<file path="config.mk">
export PLATFORM = sky130hd
export DESIGN_NAME = dmem_ctrl_flat
export DESIGN_NICKNAME = d
export VERILOG_FILES = /design/src/rtl/dmem_if.sv /design/src/rtl/dmem_ctrl.sv /design/src/flat_wrapper.sv
export SDC_FILE = /design/constraint.sdc
export NUM_CORES = 2
export LEC_CHECK = 0
export CORE_ASPECT_RATIO = 1.2
export CORE_MARGIN = 5
export CORE_UTILIZATION = 54
export CTS_CLUSTER_DIAMETER = 150
export CTS_CLUSTER_SIZE = 40
export DETAILED_ROUTE_END_ITERATION = 7
export PLACE_DENSITY = 0.74
export SKIP_LAST_GASP = 1
export SLEW_MARGIN = 20
export SYNTH_ARGS = -nofsm -noshare
export SYNTH_HDL_FRONTEND = slang
export SYNTH_SLANG_ARGS = --single-unit
</file>
<file path="constraint.sdc">
create_clock -name clk -period 122.4 [get_ports clk]
set_clock_uncertainty 0.1 [all_clocks]
set_input_delay 24.48 -clock clk [delete_from_list [all_inputs] [get_ports clk]]
set_output_delay 24.48 -clock clk [all_outputs]
set_load 0.02 [all_outputs]
</file>
<file path="src/rtl/dmem_if.sv">
// Data-memory request/response bundle between the datapath controller and dmem_ctrl.
interface dmem_if #(
  parameter int unsigned n = 32
) ();

  logic         memwrite;
  logic         memread;
  logic [n-1:0] addr;
  logic [n-1:0] writedata;
  logic [n-1:0] readdata;
  logic         rdvalid;
  logic         stall;
  logic         misalign;

  // Controller / datapath side
  modport master (
    output memwrite, memread, addr, writedata,
    input  readdata, rdvalid, stall, misalign
  );

  // Memory controller side
  modport slave (
    input  memwrite, memread, addr, writedata,
    output readdata, rdvalid, stall, misalign
  );

endinterface

</file>
<file path="src/rtl/dmem_ctrl.sv">
// Multi-cycle data-memory controller: IDLE -> BUSY (LATENCY cycles) -> DONE.
// Optional feature macro DMEM_ALIGN_CHECK_EN: a misaligned request skips BUSY,
// performs no access and raises misalign for its DONE cycle.
module dmem_ctrl #(
  parameter int unsigned n       = 32,
  parameter int unsigned DEPTH   = 64,
  parameter int unsigned LATENCY = 2
) (
  input logic   clk,
  input logic   reset,
  dmem_if.slave bus
);

  localparam int unsigned AW    = $clog2(DEPTH);
  localparam int unsigned CNT_W = (LATENCY > 1) ? $clog2(LATENCY) : 1;

  typedef enum logic [1:0] {
    IDLE = 2'd0,
    BUSY = 2'd1,
    DONE = 2'd2
  } state_t;

  // Request captured at IDLE exit; later bus changes are ignored.
  typedef struct packed {
    logic          wr;
    logic [AW-1:0] idx;
    logic [n-1:0]  data;
  } req_t;

  state_t         state;
  logic [CNT_W-1:0] cnt;
  req_t           req;
  logic [n-1:0]   mem [DEPTH];
  logic [n-1:0]   rdata;
  logic           rdvalid_q;
  logic           misalign_q;

  logic           req_c;
  logic           misaligned_c;
  logic [AW-1:0]  idx_c;
  logic           unused_addr_bits;

  // Request decode and word index (byte offset and bits above DEPTH dropped).
  assign req_c = bus.memread | bus.memwrite;
  assign idx_c = bus.addr[AW+1:2];
  assign unused_addr_bits = ^{bus.addr[n-1:AW+2], bus.addr[1:0]};

`ifdef DMEM_ALIGN_CHECK_EN
  assign misaligned_c = (bus.addr[1:0] != 2'b00);
`else
  assign misaligned_c = 1'b0;
`endif

  // Stall covers the requesting IDLE cycle plus every BUSY cycle; forced low in reset.
  assign bus.stall = ~reset & (((state == IDLE) & req_c) | (state == BUSY));

  assign bus.readdata = rdata;
  assign bus.rdvalid  = rdvalid_q;
  assign bus.misalign = misalign_q;

  // Controller FSM, latency counter, memory array and registered responses.
  always_ff @(posedge clk or posedge reset) begin
    if (reset) begin
      state      <= IDLE;
      cnt        <= '0;
      req        <= '0;
      rdata      <= '0;
      rdvalid_q  <= 1'b0;
      misalign_q <= 1'b0;
      for (int i = 0; i < int'(DEPTH); i++) begin
        mem[i] <= '0;
      end
    end else begin
      case (state)
        IDLE: begin
          if (req_c) begin
            // Write wins when both strobes are high.
            req.wr   <= bus.memwrite;
            req.idx  <= idx_c;
            req.data <= bus.writedata;
            if (misaligned_c) begin
              state      <= DONE;
              misalign_q <= 1'b1;
            end else begin
              cnt   <= CNT_W'(LATENCY - 1);
              state <= BUSY;
            end
          end
        end

        BUSY: begin
          if (cnt == '0) begin
            if (req.wr) begin
              mem[req.idx] <= req.data;
            end else begin
              rdata     <= mem[req.idx];
              rdvalid_q <= 1'b1;
            end
            state <= DONE;
          end else begin
            cnt <= cnt - CNT_W'(1);
          end
        end

        DONE: begin
          // One-cycle response window; a held request is not re-issued here.
          rdvalid_q  <= 1'b0;
          misalign_q <= 1'b0;
          state      <= IDLE;
        end

        default: begin
          state <= IDLE;
        end
      endcase
    end
  end

endmodule

</file>
<file path="src/flat_wrapper.sv">
// flat-port wrapper written by rule: the top's interface ports become plain ports
module dmem_ctrl_flat 
#(
  parameter int unsigned n       = 32,
  parameter int unsigned DEPTH   = 64,
  parameter int unsigned LATENCY = 2
)
  (clk, reset, bus_memwrite, bus_memread, bus_addr, bus_writedata, bus_readdata, bus_rdvalid, bus_stall, bus_misalign);
  dmem_if #(.n(n)) bus_i ();
  input logic clk;
  input logic reset;
  input wire logic [$bits(bus_i.memwrite)-1:0] bus_memwrite;
  input wire logic [$bits(bus_i.memread)-1:0] bus_memread;
  input wire logic [$bits(bus_i.addr)-1:0] bus_addr;
  input wire logic [$bits(bus_i.writedata)-1:0] bus_writedata;
  output wire logic [$bits(bus_i.readdata)-1:0] bus_readdata;
  output wire logic [$bits(bus_i.rdvalid)-1:0] bus_rdvalid;
  output wire logic [$bits(bus_i.stall)-1:0] bus_stall;
  output wire logic [$bits(bus_i.misalign)-1:0] bus_misalign;
  assign bus_i.memwrite = bus_memwrite;
  assign bus_i.memread = bus_memread;
  assign bus_i.addr = bus_addr;
  assign bus_i.writedata = bus_writedata;
  assign bus_readdata = bus_i.readdata;
  assign bus_rdvalid = bus_i.rdvalid;
  assign bus_stall = bus_i.stall;
  assign bus_misalign = bus_i.misalign;
  dmem_ctrl #(.n(n), .DEPTH(DEPTH), .LATENCY(LATENCY)) u_core (.clk(clk), .reset(reset), .bus(bus_i));
endmodule
</file>
==> flow_summary.html <==
<table>
<tr><th>Metric</th><th>Value</th></tr>
<tr><th colspan="2">Final layout</th></tr>
<tr><td>Area growth from synthesis to final layout</td><td>3.92%</td></tr>
<tr><td>Fillcell total</td><td>14.1k</td></tr>
<tr><td>Leading cell types in the layout, fill and taps excluded</td><td>sky130_fd_sc_hd__dfrtp_1 (2089), sky130_fd_sc_hd__mux2_2 (1843), sky130_fd_sc_hd__mux2i_1 (701), sky130_fd_sc_hd__a22oi_1 (249), sky130_fd_sc_hd__mux2_1 (215)</td></tr>
<tr><td>Final #Nets</td><td>6388</td></tr>
<tr><td>Fraction of final layout cells sized beyond drive strength 1</td><td>0.382</td></tr>
<tr><td>Count of placed standard cells in the final layout, fillers left out</td><td>8659</td></tr>
<tr><td>Final standard cell area without fillers</td><td>0.100 mm^2</td></tr>
<tr><td>Commonest non-fill, non-tap cell in the layout</td><td>sky130_fd_sc_hd__dfrtp_1</td></tr>
<tr><th colspan="2">CTS</th></tr>
<tr><td>Reg clk slew, reported paths</td><td>0.07 ns</td></tr>
<tr><td>Setup bufs post-CTS</td><td>0</td></tr>
<tr><td>Clock root buffer master</td><td>sky130_fd_sc_hd__clkbuf_16</td></tr>
<tr><td>Maximum number of buffers from clock root to sink</td><td>3</td></tr>
<tr><td>Quantity of hold-fixing buffers added after cts</td><td>0</td></tr>
<tr><td>Count of H-tree levels built during CTS</td><td>2</td></tr>
<tr><td>Count of cells resized by post-cts repair</td><td>0</td></tr>
<tr><td>Clock tree from TritonCTS</td><td>built</td></tr>
<tr><td>Clk sink count</td><td>2123</td></tr>
<tr><td>Total clock buffers created by CTS</td><td>59</td></tr>
<tr><td>Worst-skew pair later-pin latency</td><td>0.80 ns</td></tr>
<tr><th colspan="2">STA</th></tr>
<tr><td>Unrepaired setup endpoints after global routing</td><td>no</td></tr>
<tr><td>Min cycle time layout</td><td>51.01 ns</td></tr>
<tr><td>Highest attainable clock frequency</td><td>0.0196 GHz</td></tr>
<tr><td>Final hold viol count</td><td>0</td></tr>
<tr><td>Headroom to the max-slew limit</td><td>0.244</td></tr>
<tr><td>Final Max Slew Viols</td><td>0</td></tr>
<tr><td>Fin Setup TNS</td><td>0 ns</td></tr>
<tr><td>Final setup fails</td><td>0</td></tr>
<tr><td>Worst-Margin Slew</td><td>1.13 ns</td></tr>
<tr><td>Final worst-path cycle share</td><td>0.417</td></tr>
<tr><th colspan="2">Place</th></tr>
<tr><td>Global placement routability congestion</td><td>0.790</td></tr>
<tr><td>Cell Area, Placed</td><td>0.0987 mm^2</td></tr>
<tr><td>Instance count after placement with tap cells included</td><td>8578</td></tr>
<tr><td>Number of buffers added on ports</td><td>75</td></tr>
<tr><td>Detailed Place HPWL</td><td>146 mm</td></tr>
<tr><th colspan="2">Setup path</th></tr>
<tr><td>Cells along the critical path</td><td>clkdlybuf4s50_1, o21ai_4, buf_4, a21oi_1, clkdlybuf4s50_1</td></tr>
<tr><td>WS Path Type</td><td>in2out</td></tr>
<tr><td>Crit-path leading delay family</td><td>buffers and inverters</td></tr>
<tr><td>Largest driver fanout on the critical path</td><td>39</td></tr>
<tr><td>Type of destination of the critical path</td><td>output pin</td></tr>
<tr><td>CP Launch Type</td><td>input pin</td></tr>
<tr><td>Buffering stage count on the worst path with inverters included</td><td>3</td></tr>
<tr><td>Worst stage delay on the critical path</td><td>0.59 ns</td></tr>
<tr><td>Slowest cell on the critical path</td><td>sky130_fd_sc_hd__buf_4</td></tr>
<tr><td>Worst path most repeated cell</td><td>sky130_fd_sc_hd__clkdlybuf4s50_1</td></tr>
<tr><td>Crit path DAT</td><td>26.43 ns</td></tr>
<tr><td>Data required time at the worst endpoint</td><td>97.82 ns</td></tr>
<tr><th colspan="2">Global routing</th></tr>
<tr><td>Wire length of the first global-routing pass</td><td>384 mm</td></tr>
<tr><td>Grt total ovfl</td><td>0</td></tr>
<tr><td>Maximum number of pins on one net before global-route repair</td><td>177</td></tr>
<tr><td>Initial antenna violation count</td><td>7</td></tr>
<tr><td>Tot GR Track Use</td><td>0.270</td></tr>
<tr><td>Via count of the first global-routing pass</td><td>58.9k</td></tr>
<tr><th colspan="2">Routing</th></tr>
<tr><td>First-pass DRT Iterations</td><td>5</td></tr>
<tr><td>Total DRC errors in the routed layout</td><td>0</td></tr>
<tr><td>Count of nets left with antenna violations after detail routing</td><td>0</td></tr>
<tr><td>Total via count in the routed design</td><td>56.2k</td></tr>
<tr><td>Final wirelength</td><td>254 mm</td></tr>
<tr><td>Routed length per placed instance</td><td>29.4 um</td></tr>
<tr><td>Via count normalized by instance count</td><td>6.48</td></tr>
<tr><td>1st-iter DRT viols</td><td>5040</td></tr>
<tr><th colspan="2">Status</th></tr>
<tr><td>Outcome</td><td>finished, final reports clean</td></tr>
<tr><th colspan="2">Power</th></tr>
<tr><td>Cell Pwr Density</td><td>20.6 mW/mm^2</td></tr>
<tr><td>Clock power share</td><td>0.144</td></tr>
<tr><td>Share of total power consumed by net switching</td><td>0.378</td></tr>
<tr><td>Combinational group share of total power</td><td>0.362</td></tr>
<tr><td>Maximum VDD drop</td><td>27.2 uV</td></tr>
<tr><td>Internal power consumption</td><td>1290 uW</td></tr>
<tr><td>Sequential group share of total power</td><td>0.494</td></tr>
<tr><td>P_leak</td><td>0.0490 uW</td></tr>
<tr><td>Net switching power of the design</td><td>783 uW</td></tr>
<tr><th colspan="2">Floorplan</th></tr>
<tr><td>Number of standard-cell rows in the floorplan</td><td>170</td></tr>
<tr><td>Die Span X</td><td>396 um</td></tr>
<tr><td>Placeable Area</td><td>0.178 mm^2</td></tr>
<tr><td>Number of placed I/O pins</td><td>103</td></tr>
<tr><td>Die boundary height</td><td>474 um</td></tr>
<tr><td>Die footprint</td><td>0.188 mm^2</td></tr>
<tr><td>Initial cell density of the core</td><td>0.542</td></tr>
<tr><th colspan="2">Synthesis</th></tr>
<tr><td>Synth Flop Type</td><td>sky130_fd_sc_hd__dfrtp_1</td></tr>
<tr><td>Count of state elements after synthesis</td><td>2123</td></tr>
<tr><td>Synthesized area divided by synthesized cell count</td><td>14.5 um^2</td></tr>
<tr><td>Sequential-to-total area share from yosys stat</td><td>0.550</td></tr>
<tr><td>Instance count of the mapped netlist</td><td>6687</td></tr>
<tr><td>Number of library cell types mapped by synthesis</td><td>55</td></tr>
<tr><td>Post-synthesis net count</td><td>6755</td></tr>
<tr><td>Cell area after synthesis</td><td>0.0967 mm^2</td></tr>
<tr><td>Cell types with the largest area share after synthesis</td><td>sky130_fd_sc_hd__dfrtp_1 (55%), sky130_fd_sc_hd__mux2_2 (21%), sky130_fd_sc_hd__mux2i_1 (7.3%), sky130_fd_sc_hd__mux4_2 (4.5%), sky130_fd_sc_hd__mux2_1 (2.5%)</td></tr>
<tr><td>Async SR Flop Fraction</td><td>1.00</td></tr>
<tr><td>Cell type with the highest aggregate area in the netlist</td><td>sky130_fd_sc_hd__dfrtp_1</td></tr>
<tr><td>Count of flip-flops with a built-in enable after synthesis</td><td>0</td></tr>
<tr><td>Top cell type's share of synthesized area</td><td>0.550</td></tr>
<tr><td>Syn. warnings</td><td>0</td></tr>
<tr><th colspan="2">Run</th></tr>
<tr><td>Max_cap viols</td><td>0</td></tr>
<tr><th colspan="2">Min path</th></tr>
<tr><td>Class of the worst hold path</td><td>reg2reg</td></tr>
</table>
==> state kept, by name, indices dropped and copies added (netlist names) <==
| register | count |
|---|---|
| u_core.bus.rdvalid | 1 |
| u_core.bus.readdata | 32 |
| u_core.cnt | 1 |
| u_core.mem | 2048 |
| u_core.req | 39 |
| u_core.state | 2 |
==> worst reg2reg max path, cell delays in order, from the launching register on <==
cell and delay [ns]:
sky130_fd_sc_hd__dfrtp_4 0.72, sky130_fd_sc_hd__buf_12 0.43, sky130_fd_sc_hd__buf_4 0.87, sky130_fd_sc_hd__buf_4 0.70
sky130_fd_sc_hd__buf_4 0.85, sky130_fd_sc_hd__buf_4 0.67, sky130_fd_sc_hd__buf_4 0.71, sky130_fd_sc_hd__buf_4 0.84
sky130_fd_sc_hd__mux4_2 0.66, sky130_fd_sc_hd__o2111ai_1 0.18, sky130_fd_sc_hd__nand4_1 0.36, sky130_fd_sc_hd__o32a_1 0.45
==> through the flow <==
| step | hold slack, ns | setup WS [ns] | utilization | power [uW] |
|---|---|---|---|---|
| 2_1_floorplan | 0.350 | 37.84 | - | 1540 |
| 3_3_place_gp | 0.361 | 71.37 | 0.553 | 1750 |
| 3_5_place_dp | 0.370 | 71.36 | 0.553 | 1780 |
| 4_1_cts | 0.392 | 71.34 | 0.562 | 2070 |
| 5_1_grt | 0.406 | 71.24 | 0.563 | 2170 |
| 6_report | 0.390 | 71.39 | 0.563 | 2070 |
==> cell type report <==
cell class	instances	area [um^2]	area share
inverter	5	31.3	0.000311
timing repair buffer	230	2040	0.0203
multi-input combinational	3901	40700	0.405
clock buffer	72	1570	0.0156
tap	2322	2910	0.0289
clock inverter	1	30.0	0.000299
antenna	5	12.5	0.000125
sequential	2123	53200	0.530
==> power by group through the flow <==
stage	sequential, uW	combinational [uW]	clock, uW
after floorplan	966	574	0
after global placement	1020	728	0
after detailed placement	1040	744	0
after CTS	1020	745	304
after global routing	1050	795	326
final	1020	750	298
==> cell families (layout without fill, tap and decap cells) <==
logic type / after synthesis / after routing / share of synthesized area
other cells: 1 / 6 / 0.0000388
mux: 2954 / 2954 / 0.358
simple gates: 505 / 505 / 0.0255
flops: 2123 / 2123 / 0.550
compound gates: 441 / 441 / 0.0334
buf+inv: 663 / 308 / 0.0338
==> per-layer routing <==
metal / up-vias / wire length, um / track usage
met2: 1533 / 123000 / 0.450
li1: 23487 / - / -
met5: - / 0 / 0
met1: 30766 / 109000 / 0.375
met3: 366 / 13700 / 0.0359
met4: 0 / 8490 / 0.0776
==> synth_stat cells, types with 4 or more instances <==
| master | n |
|---|---|
| sky130_fd_sc_hd__mux4_2 | 195 |
| sky130_fd_sc_hd__o21ai_0 | 34 |
| sky130_fd_sc_hd__nor2_4 | 5 |
| sky130_fd_sc_hd__a21oi_1 | 30 |
| sky130_fd_sc_hd__mux2i_1 | 701 |
| sky130_fd_sc_hd__dfrtp_1 | 2123 |
| sky130_fd_sc_hd__o2111ai_1 | 28 |
| sky130_fd_sc_hd__buf_1 | 5 |
| sky130_fd_sc_hd__buf_4 | 111 |
| sky130_fd_sc_hd__buf_6 | 11 |
| sky130_fd_sc_hd__nor2_1 | 11 |
| sky130_fd_sc_hd__o32a_1 | 31 |
| sky130_fd_sc_hd__or2_2 | 27 |
| sky130_fd_sc_hd__clkbuf_1 | 305 |
| sky130_fd_sc_hd__buf_2 | 226 |
| sky130_fd_sc_hd__nand4_1 | 26 |
| sky130_fd_sc_hd__a31oi_1 | 27 |
| sky130_fd_sc_hd__nand2_4 | 4 |
| sky130_fd_sc_hd__mux2_2 | 1843 |
| sky130_fd_sc_hd__o22ai_1 | 19 |
| sky130_fd_sc_hd__nor2_2 | 34 |
| sky130_fd_sc_hd__a22oi_1 | 249 |
| sky130_fd_sc_hd__mux2_1 | 215 |
| sky130_fd_sc_hd__nand3_1 | 138 |
| sky130_fd_sc_hd__nand2b_1 | 8 |
| sky130_fd_sc_hd__nand2_1 | 228 |
| sky130_fd_sc_hd__nor2b_1 | 10 |
==> worst paths after layout <==
| path | startpoint | end | slack (ns) | cells past startpoint |
|---|---|---|---|---|
| hold reg to reg | u_core.mem[566] | u_core.mem[566] | 0.39 | 1 |
| setup reg to reg | u_core.req[32] | u_core.bus.readdata[16] | 114.75 | 11 |
| max in group asynchronous | reset | u_core.mem[1147] | 93.71 | 8 |
| min in group asynchronous | reset | u_core.cnt | 24.20 | 2 |
| setup / recovery | bus_memwrite | bus_stall | 71.39 | 5 |
| hold / removal | u_core.mem[566] | u_core.mem[566] | 0.39 | 1 |
No activity file was read; power rests on OpenSTA's default activity.
